## src/rtl/tt_factory_pkg.sv

```systemverilog
// Shared types and constants for the factory-test memory with BIST.
// Mode and FSM encodings, checkerboard bases and pattern replication.
package tt_factory_pkg;

  typedef enum logic [1:0] {
    MODE_MARCH = 2'd0,
    MODE_CHECK = 2'd1,
    MODE_ADDR  = 2'd2,
    MODE_ALIAS = 2'd3
  } mode_e;

  typedef enum logic [1:0] {
    ST_IDLE  = 2'd0,
    ST_RUN   = 2'd1,
    ST_DRAIN = 2'd2
  } state_e;

  localparam logic [7:0] CB_EVEN = 8'h55;
  localparam logic [7:0] CB_ODD  = 8'hAA;

  localparam int PAT_MAX_W = 256;

  // Callers cast the result down to their word width.
  function automatic logic [PAT_MAX_W-1:0] rep_byte(
    input logic [7:0] b
  );
    logic [PAT_MAX_W-1:0] r;
    for (int i = 0; i < PAT_MAX_W / 8; i++) begin
      r[i*8 +: 8] = b;
    end
    return r;
  endfunction

endpackage

```

## src/rtl/tt_factory_mem_bist_if.sv

```systemverilog
// Host access bus of the BIST memory.
// Master drives strobes, address and data; slave returns read data.
interface tt_factory_mem_bist_if #(
  parameter int DATA_WIDTH     = 8,
  parameter int MEM_ADDR_WIDTH = 4
);
  logic                      wr_en;
  logic                      rd_en;
  logic [MEM_ADDR_WIDTH-1:0] addr;
  logic [DATA_WIDTH-1:0]     wdata;
  logic [DATA_WIDTH-1:0]     rdata;
  logic                      rdata_valid;

  modport master (
    output wr_en, rd_en, addr, wdata,
    input  rdata, rdata_valid
  );

  modport slave (
    input  wr_en, rd_en, addr, wdata,
    output rdata, rdata_valid
  );
endinterface

```

## src/rtl/tt_factory_sram.sv

```systemverilog
// Register-file memory, synchronous read with one cycle of latency.
// Fault hook: writes to word 0 get bit 0 forced high while inject is set.
module tt_factory_sram #(
  parameter int DATA_WIDTH     = 8,
  parameter int MEM_DEPTH      = 16,
  parameter int MEM_ADDR_WIDTH = 4
) (
  input  logic                      clk,
  input  logic                      we,
  input  logic                      re,
  input  logic                      inject,
  input  logic [MEM_ADDR_WIDTH-1:0] addr,
  input  logic [DATA_WIDTH-1:0]     wdata,
  output logic [DATA_WIDTH-1:0]     rdata
);

  logic [DATA_WIDTH-1:0] mem [MEM_DEPTH];
  logic [DATA_WIDTH-1:0] wval;

  always_comb begin
    wval = wdata;
    if (inject && (addr == '0)) begin
      wval[0] = 1'b1;
    end
  end

  always_ff @(posedge clk) begin
    if (we) begin
      mem[addr] <= wval;
    end
    if (re) begin
      rdata <= mem[addr];
    end
  end

endmodule

```

## src/rtl/tt_factory_mem_bist.sv

```systemverilog
// Factory-test memory with BIST: March C-, checkerboard, address-in-data.
// Counts mismatching reads and captures the first failing address.
module tt_factory_mem_bist
  import tt_factory_pkg::*;
#(
  parameter int DATA_WIDTH     = 8,
  parameter int MEM_DEPTH      = 16,
  parameter int MEM_ADDR_WIDTH = 4
) (
  input  logic                      clk,
  input  logic                      rst,
  input  logic                      start,
  input  logic [1:0]                mode,
  input  logic                      inject,
  tt_factory_mem_bist_if.slave      host,
  output logic                      busy,
  output logic                      done,
  output logic                      pass,
  output logic [7:0]                fail_count,
  output logic [MEM_ADDR_WIDTH-1:0] fail_addr
);

  localparam int DW = DATA_WIDTH;
  localparam int AW = MEM_ADDR_WIDTH;
  localparam logic [DW-1:0] ONES = {DW{1'b1}};

  state_e          state_q, state_d;
  mode_e           mode_q;
  logic [2:0]      elem_q, elem_d;
  logic [AW-1:0]   addr_q, addr_d;
  logic            phase_q, phase_d;

  logic            el_rd, el_wr, el_down, el_last;
  logic            nxt_down;
  logic [DW-1:0]   rd_val, wr_val, pat, aval;
  logic            op_rd, op_wr, step_addr, addr_end;

  logic            is_run, is_idle;
  logic            mem_we, mem_re;
  logic [AW-1:0]   mem_addr;
  logic [DW-1:0]   mem_wdata, mem_q;

  logic            chk_vld;
  logic [DW-1:0]   chk_exp;
  logic [AW-1:0]   chk_addr;
  logic            mismatch;

  logic            rd_vld;
  logic [DW-1:0]   rdata_hold;

  assign pat  = addr_q[0] ? DW'(rep_byte(CB_ODD))
                          : DW'(rep_byte(CB_EVEN));
  assign aval = DW'(addr_q);

  // Element table: direction, read/write content and data per mode.
  always_comb begin
    el_rd    = 1'b0;
    el_wr    = 1'b0;
    el_down  = 1'b0;
    el_last  = 1'b0;
    nxt_down = 1'b0;
    rd_val   = '0;
    wr_val   = '0;
    unique case (1'b1)
      (mode_q == MODE_CHECK): begin
        el_rd   = elem_q[0];
        el_wr   = !elem_q[0];
        el_last = (elem_q == 3'd3);
        rd_val  = elem_q[1] ? ~pat : pat;
        wr_val  = rd_val;
      end
      (mode_q == MODE_ADDR): begin
        el_rd   = elem_q[0];
        el_wr   = !elem_q[0];
        el_last = elem_q[0];
        rd_val  = aval;
        wr_val  = aval;
      end
      default: begin
        el_rd    = (elem_q != 3'd0);
        el_wr    = (elem_q != 3'd5);
        el_down  = (elem_q >= 3'd3);
        nxt_down = (elem_q >= 3'd2);
        el_last  = (elem_q == 3'd5);
        rd_val   = elem_q[0] ? '0 : ONES;
        wr_val   = elem_q[0] ? ONES : '0;
      end
    endcase
  end

  assign op_rd     = el_rd && !phase_q;
  assign op_wr     = el_wr && (phase_q || !el_rd);
  assign step_addr = !(el_rd && el_wr && !phase_q);
  assign addr_end  = el_down ? (addr_q == '0) : (&addr_q);

  always_ff @(posedge clk) begin
    if (rst) begin
      state_q <= ST_IDLE;
      elem_q  <= '0;
      addr_q  <= '0;
      phase_q <= 1'b0;
    end else begin
      state_q <= state_d;
      elem_q  <= elem_d;
      addr_q  <= addr_d;
      phase_q <= phase_d;
    end
  end

  always_comb begin
    state_d = state_q;
    elem_d  = elem_q;
    addr_d  = addr_q;
    phase_d = phase_q;
    unique case (state_q)
      ST_IDLE: begin
        if (start) begin
          state_d = ST_RUN;
          elem_d  = '0;
          addr_d  = '0;
          phase_d = 1'b0;
        end
      end
      ST_RUN: begin
        if (!step_addr) begin
          phase_d = 1'b1;
        end else begin
          phase_d = 1'b0;
          if (addr_end) begin
            elem_d = elem_q + 3'd1;
            addr_d = nxt_down ? {AW{1'b1}} : '0;
            if (el_last) begin
              state_d = ST_DRAIN;
            end
          end else begin
            addr_d = el_down ? addr_q - AW'(1)
                             : addr_q + AW'(1);
          end
        end
      end
      ST_DRAIN: state_d = ST_IDLE;
      default:  state_d = ST_IDLE;
    endcase
  end

  always_comb begin
    is_idle   = (state_q == ST_IDLE);
    is_run    = (state_q == ST_RUN);
    busy      = !is_idle;
    mem_we    = is_run ? op_wr : (is_idle && host.wr_en);
    mem_re    = is_run ? op_rd : (is_idle && host.rd_en);
    mem_addr  = is_run ? addr_q : host.addr;
    mem_wdata = is_run ? wr_val : host.wdata;
  end

  tt_factory_sram #(
    .DATA_WIDTH     (DW),
    .MEM_DEPTH      (MEM_DEPTH),
    .MEM_ADDR_WIDTH (AW)
  ) u_sram (
    .clk    (clk),
    .we     (mem_we),
    .re     (mem_re),
    .inject (inject),
    .addr   (mem_addr),
    .wdata  (mem_wdata),
    .rdata  (mem_q)
  );

  assign mismatch = chk_vld && (mem_q != chk_exp);

  // Saturation keeps fail_count non-zero once any read has failed.
  always_ff @(posedge clk) begin
    if (rst) begin
      mode_q     <= MODE_MARCH;
      chk_vld    <= 1'b0;
      chk_exp    <= '0;
      chk_addr   <= '0;
      done       <= 1'b0;
      pass       <= 1'b0;
      fail_count <= '0;
      fail_addr  <= '0;
      rd_vld     <= 1'b0;
      rdata_hold <= '0;
    end else begin
      chk_vld  <= is_run && op_rd;
      chk_exp  <= rd_val;
      chk_addr <= addr_q;
      done     <= (state_q == ST_DRAIN);
      rd_vld   <= is_idle && host.rd_en;
      if (rd_vld) begin
        rdata_hold <= mem_q;
      end
      if (is_idle && start) begin
        mode_q     <= (mode == MODE_ALIAS) ? MODE_MARCH
                                           : mode_e'(mode);
        fail_count <= '0;
        fail_addr  <= '0;
        pass       <= 1'b0;
      end else begin
        if (mismatch) begin
          if (fail_count != 8'hFF) begin
            fail_count <= fail_count + 8'd1;
          end
          if (fail_count == 8'd0) begin
            fail_addr <= chk_addr;
          end
        end
        if (state_q == ST_DRAIN) begin
          pass <= (fail_count == 8'd0) && !mismatch;
        end
      end
    end
  end

  assign host.rdata       = rd_vld ? mem_q : rdata_hold;
  assign host.rdata_valid = rd_vld;

endmodule

```

## src/flat_wrapper.sv

```systemverilog
// flat-port wrapper written by rule: the top's interface ports become plain ports
module tt_factory_mem_bist_flat import tt_factory_pkg::*;
#(
  parameter int DATA_WIDTH     = 8,
  parameter int MEM_DEPTH      = 16,
  parameter int MEM_ADDR_WIDTH = 4
)
  (clk, rst, start, mode, inject, busy, done, pass, fail_count, fail_addr, host_wr_en, host_rd_en, host_addr, host_wdata, host_rdata, host_rdata_valid);
  tt_factory_mem_bist_if #(.DATA_WIDTH(DATA_WIDTH), .MEM_ADDR_WIDTH(MEM_ADDR_WIDTH)) host_i ();
  input  logic clk;
  input  logic rst;
  input  logic start;
  input  logic [1:0] mode;
  input  logic inject;
  output logic busy;
  output logic done;
  output logic pass;
  output logic [7:0] fail_count;
  output logic [MEM_ADDR_WIDTH-1:0] fail_addr;
  input wire logic [$bits(host_i.wr_en)-1:0] host_wr_en;
  input wire logic [$bits(host_i.rd_en)-1:0] host_rd_en;
  input wire logic [$bits(host_i.addr)-1:0] host_addr;
  input wire logic [$bits(host_i.wdata)-1:0] host_wdata;
  output wire logic [$bits(host_i.rdata)-1:0] host_rdata;
  output wire logic [$bits(host_i.rdata_valid)-1:0] host_rdata_valid;
  assign host_i.wr_en = host_wr_en;
  assign host_i.rd_en = host_rd_en;
  assign host_i.addr = host_addr;
  assign host_i.wdata = host_wdata;
  assign host_rdata = host_i.rdata;
  assign host_rdata_valid = host_i.rdata_valid;
  tt_factory_mem_bist #(.DATA_WIDTH(DATA_WIDTH), .MEM_DEPTH(MEM_DEPTH), .MEM_ADDR_WIDTH(MEM_ADDR_WIDTH)) u_core (.clk(clk), .rst(rst), .start(start), .mode(mode), .inject(inject), .host(host_i), .busy(busy), .done(done), .pass(pass), .fail_count(fail_count), .fail_addr(fail_addr));
endmodule
```

## config.mk

```make
export PLATFORM = sky130hd
export DESIGN_NAME = tt_factory_mem_bist_flat
export DESIGN_NICKNAME = d
export VERILOG_FILES = /design/src/rtl/tt_factory_pkg.sv /design/src/rtl/tt_factory_mem_bist_if.sv /design/src/rtl/tt_factory_sram.sv /design/src/rtl/tt_factory_mem_bist.sv /design/src/flat_wrapper.sv
export SDC_FILE = /design/constraint.sdc
export NUM_CORES = 1
export LEC_CHECK = 0
export CELL_PAD_IN_SITES_DETAIL_PLACEMENT = 0
export CELL_PAD_IN_SITES_GLOBAL_PLACEMENT = 1
export CORE_ASPECT_RATIO = 1.4
export CORE_MARGIN = 1
export CORE_UTILIZATION = 55
export CTS_BUF_LIST = sky130_fd_sc_hd__clkbuf_4
export DETAILED_ROUTE_END_ITERATION = 7
export GPL_TIMING_DRIVEN = 0
export PLACE_DENSITY = 0.87
export RECOVER_POWER = 100
export SETUP_SLACK_MARGIN = 0.15
export SLEW_MARGIN = 5
export SYNTH_ARGS = -nofsm -noshare
export SYNTH_HDL_FRONTEND = slang
export SYNTH_SLANG_ARGS = --single-unit
```

## constraint.sdc

```tcl
create_clock -name clk -period 5.6 [get_ports clk]
set_clock_uncertainty 0.1 [all_clocks]
set_input_delay 1.12 -clock clk [delete_from_list [all_inputs] [get_ports clk]]
set_output_delay 1.12 -clock clk [all_outputs]
set_load 0.01 [all_outputs]
```

==> results.txt <==
----------------------------------------------------
[Layout]
  Commonest non-fill, non-tap cell in the layout ... sky130_fd_sc_hd__edfxtp_1
  Synth-to-layout area growth ... 12.4%
  Highest-count cells in the layout ignoring fill and taps ... sky130_fd_sc_hd__edfxtp_1 (136), sky130_fd_sc_hd__a22oi_1 (65), sky130_fd_sc_hd__a21oi_1 (52)
  Post-layout net count ... 663
  Filler Cells Inserted ... 1021
  Final Instance Count excl. Fillers ... 823
  Layout cells sized above 1 ... 0.0792

[Critical path]
  Required arrival time at the worst endpoint ... 5.71 ns
  CP delay by family, top ... buffers and inverters
  Cell-by-cell trace of the critical path ... dlygate4sd3_1 > nand2_1 > mux2i_1 > clkbuf_1 > nand2_1 > nor2_1
  Max stage delay on crit path ... 0.64 ns
  Crit path launch type ... primary input
  R2R depth ... 7
  Critical path buffers and inverters ... 2
  Library cell contributing the largest single delay on the critical path ... sky130_fd_sc_hd__dlygate4sd3_1
  Worst R2R Start ... u_core.mode_q[0]
  Crit path kind ... in2reg
  Worst Path Arrival ... 3.69 ns
  Category of the worst setup path capture point ... register
  Destination of the worst register-to-register timing path ... u_core.u_sram.mem[2][7]
  Worst R2R Setup Slack ... 2.22 ns
  CP most frequent cell ... sky130_fd_sc_hd__nand2_1
  Biggest fanout along the worst timing path ... 10

[Yosys]
  Synthesized cell area ... 7430 µm²
  Most frequently used flop master after synthesis ... sky130_fd_sc_hd__edfxtp_1
  Number of warnings printed during yosys synthesis ... 0
  Post-synth EDFFs ... 136
  Share of synthesized area occupied by flip-flops and latches ... 0.674
  Distinct cell type count after synthesis ... 56
  Gate Count Post-Synth ... 571
  Ys async rst share ... 0
  Total of flip-flops plus latches after synthesis ... 182
  Per-instance average area after synthesis ... 13.0 µm²
  Synthesized net count ... 602

[Routing]
  Iter 0 DRT Violations ... 342
  Met3 WL post-DR ... 810 µm
  Met2 wire len ... 8700 µm
  Top Layer Used ... met4
  Detailed-route wire length on metal 1 ... 6350 µm
  Detail Route Antenna Nets ... 0
  Count of vias placed by the detailed router ... 4929
  Final wirelength ... 16700 µm
  Vias per Instance ... 5.99
  Detailed-route wire length per cell ... 20.2 µm
  Drt pass-1 iters ... 5
  Post-route DRC violation count ... 0

[Global route]
  Aggregate global-route resource usage ... 0.252
  Initial antenna violation count ... 1
  Pin count of the biggest net entering global routing ... 17
  Vias in the first global route ... 4863
  Total congestion overflow after global routing ... 0
  Wire length of the first global-routing pass ... 25700 µm

[Clock tree]
  Sinks on Clock Net ... 182
  Buffer cell driving the clock tree root ... sky130_fd_sc_hd__clkbuf_4
  Count of instances resized after the clock tree is built ... 0
  CTS tree ... built
  Largest buffer count on any clock path ... 2
  Number of hold buffers added after cts ... 0
  Worst-skew pair later-pin latency ... 0.57 ns
  Post-CTS Setup Bufs ... 0
  Inserted Clock Buffers ... 17
  H-tree depth ... 4
  Clock-pin slew reported for the worst setup and hold paths after clock tree synthesis ... 0.13 ns

[Pwr]
  Power density over the cells ... 298 nW/µm²
  Leak Pwr ... 2.84 nW
  Worst IR drop on VDD ... 0.250 mV

[Placed design]
  Post-DP HPWL ... 11900 µm
  Count of buffers from port buffering ... 42
  RePlAce Congestion ... 0.848
  Placed Instances ... 791

[Timing]
  Timing-limited maximum frequency ... 279 MHz
  Tcrit/Tclk final ... 0.641
  Final setup violation count ... 0
  Transition time at the pin with the least slew margin ... 0.814 ns
  Final Hold Viols ... 0
  Post-Route Setup TNS ... 0 ns
  Slew HR ... 0.453
  RSZ-0062 raised after global routing ... false
  Tmin final ... 3.59 ns
  Number of pins exceeding their max-slew limit in the final report ... 0

[Flow run]
  Maximum Capacitance Violations ... 0

[Min path]
  Worst hold stages ... 2
  Start point of the worst min-delay path ... u_core.chk_addr[0]
  Tightest Hold Check Type ... reg2reg
  Worst Hold End ... u_core.fail_addr[0]

[Floorplan]
  Area inside the core boundary ... 13000 µm²
  Die Area ... 14000 µm²
  Die span in y ... 139 µm
  Initial cell density of the core ... 0.571
  Row cnt ... 49
  Io pins ... 44
  Horizontal die dimension ... 100 µm

[Run status]
  Status ... finished clean

----------------------------------------------------
where the power goes:
part	leakage (nW)	switching, mW	internal (mW)
registers	1.62	0.0160	1.50
logic	1.07	0.167	0.0914
clock network	0.149	0.437	0.274
total	2.84	0.620	1.87
per-stage QoR:
stage                     instance area [µm²]  worst slack, ns  utilization  power [mW]  hold slack, ns
after floorplan                          7430             2.84            -        1.70           0.321
after global placement                   8070             1.62        0.621        1.80           0.328
after detailed placement                 8070             1.45        0.621        1.81           0.335
after CTS                                8350             2.13        0.643        2.50           0.354
after global routing                     8350             1.87        0.642        2.57           0.375
final                                    8350             2.01        0.642        2.49           0.350
sequential cells by signal (all words and copies together) (netlist names), 4 cells and up:
register	flops
u_core.fail_count	8
u_core.u_sram.rdata	8
u_core.u_sram.mem	128
u_core.chk_addr	4
u_core.addr_q	4
u_core.fail_addr	4
u_core.chk_exp	6
u_core.rdata_hold	8
routing by layer:
layer,up-vias,global-route usage
met3,48,0.0427
met4,0,0.158
met1,2387,0.290
met5,-,0
li1,2311,-
met2,183,0.432
cell families after synthesis:
| kind of cell | synth area share |
|---|---|
| muxes | 0.0182 |
| DFF | 0.674 |
| and+or+nand+nor | 0.101 |
| AOI/OAI and AO/OA | 0.150 |
| xor gates and xnor gates | 0.00944 |
| adders and majority gates | 0.0185 |
| buffers and inverters | 0.0293 |
how the worst max path moves through the flow:
stage,start,to,slack (ns),cells after the start
after floorplan,host_addr[1],u_core.u_sram.mem[11][0],2.84,5
after global placement,host_addr[0],u_core.u_sram.mem[11][2],1.62,6
after detailed placement,host_addr[1],u_core.u_sram.mem[15][1],1.45,6
after CTS,u_core.host.rdata_valid,host_rdata[1],2.13,3
after global routing,host_addr[0],u_core.u_sram.mem[15][7],1.87,6
final,host_addr[0],u_core.u_sram.mem[7][4],2.01,6
tightest hold or removal path: cells and delay by family, from the launching register on:
family,cells,cell delay (ns)
AOI/OAI and AO/OA,1,0.06
DFF,1,0.32
and+or+nand+nor,1,0.04
synth_stat cells, types with 4 or more instances:
library cell	number	area share
sky130_fd_sc_hd__a21o_1	8	0.0081
sky130_fd_sc_hd__a21oi_1	52	0.035
sky130_fd_sc_hd__a22oi_1	65	0.066
sky130_fd_sc_hd__a31oi_1	6	0.0051
sky130_fd_sc_hd__and3_1	4	0.0034
sky130_fd_sc_hd__buf_2	6	0.0040
sky130_fd_sc_hd__buf_6	4	0.0061
sky130_fd_sc_hd__clkbuf_1	20	0.010
sky130_fd_sc_hd__dfxtp_1	46	0.12
sky130_fd_sc_hd__edfxtp_1	136	0.55
sky130_fd_sc_hd__ha_1	11	0.019
sky130_fd_sc_hd__inv_1	15	0.0076
sky130_fd_sc_hd__mux2_2	8	0.012
sky130_fd_sc_hd__nand2_1	32	0.016
sky130_fd_sc_hd__nand2b_1	4	0.0034
sky130_fd_sc_hd__nand3_1	13	0.0088
sky130_fd_sc_hd__nor2_1	33	0.017
sky130_fd_sc_hd__nor2b_1	15	0.013
sky130_fd_sc_hd__nor3b_1	5	0.0051
sky130_fd_sc_hd__o21ai_0	19	0.013
sky130_fd_sc_hd__or3_1	4	0.0034
sky130_fd_sc_hd__or4_1	9	0.0091
sky130_fd_sc_hd__xnor2_1	7	0.0083
layout make-up:
type                    count  area [µm²]  share of cell area
diodes                      1        2.50            0.000300
plain buffers              33         153              0.0183
clock buffers              18         135              0.0162
clock inverters            13         148              0.0177
inverters                  15        56.3             0.00675
multi-input cells         341        2200               0.264
flip-flops and latches    182        5000               0.600
well taps                 178         223              0.0267
repair buffers             42         420              0.0504
(Power assumes the default switching activity.)
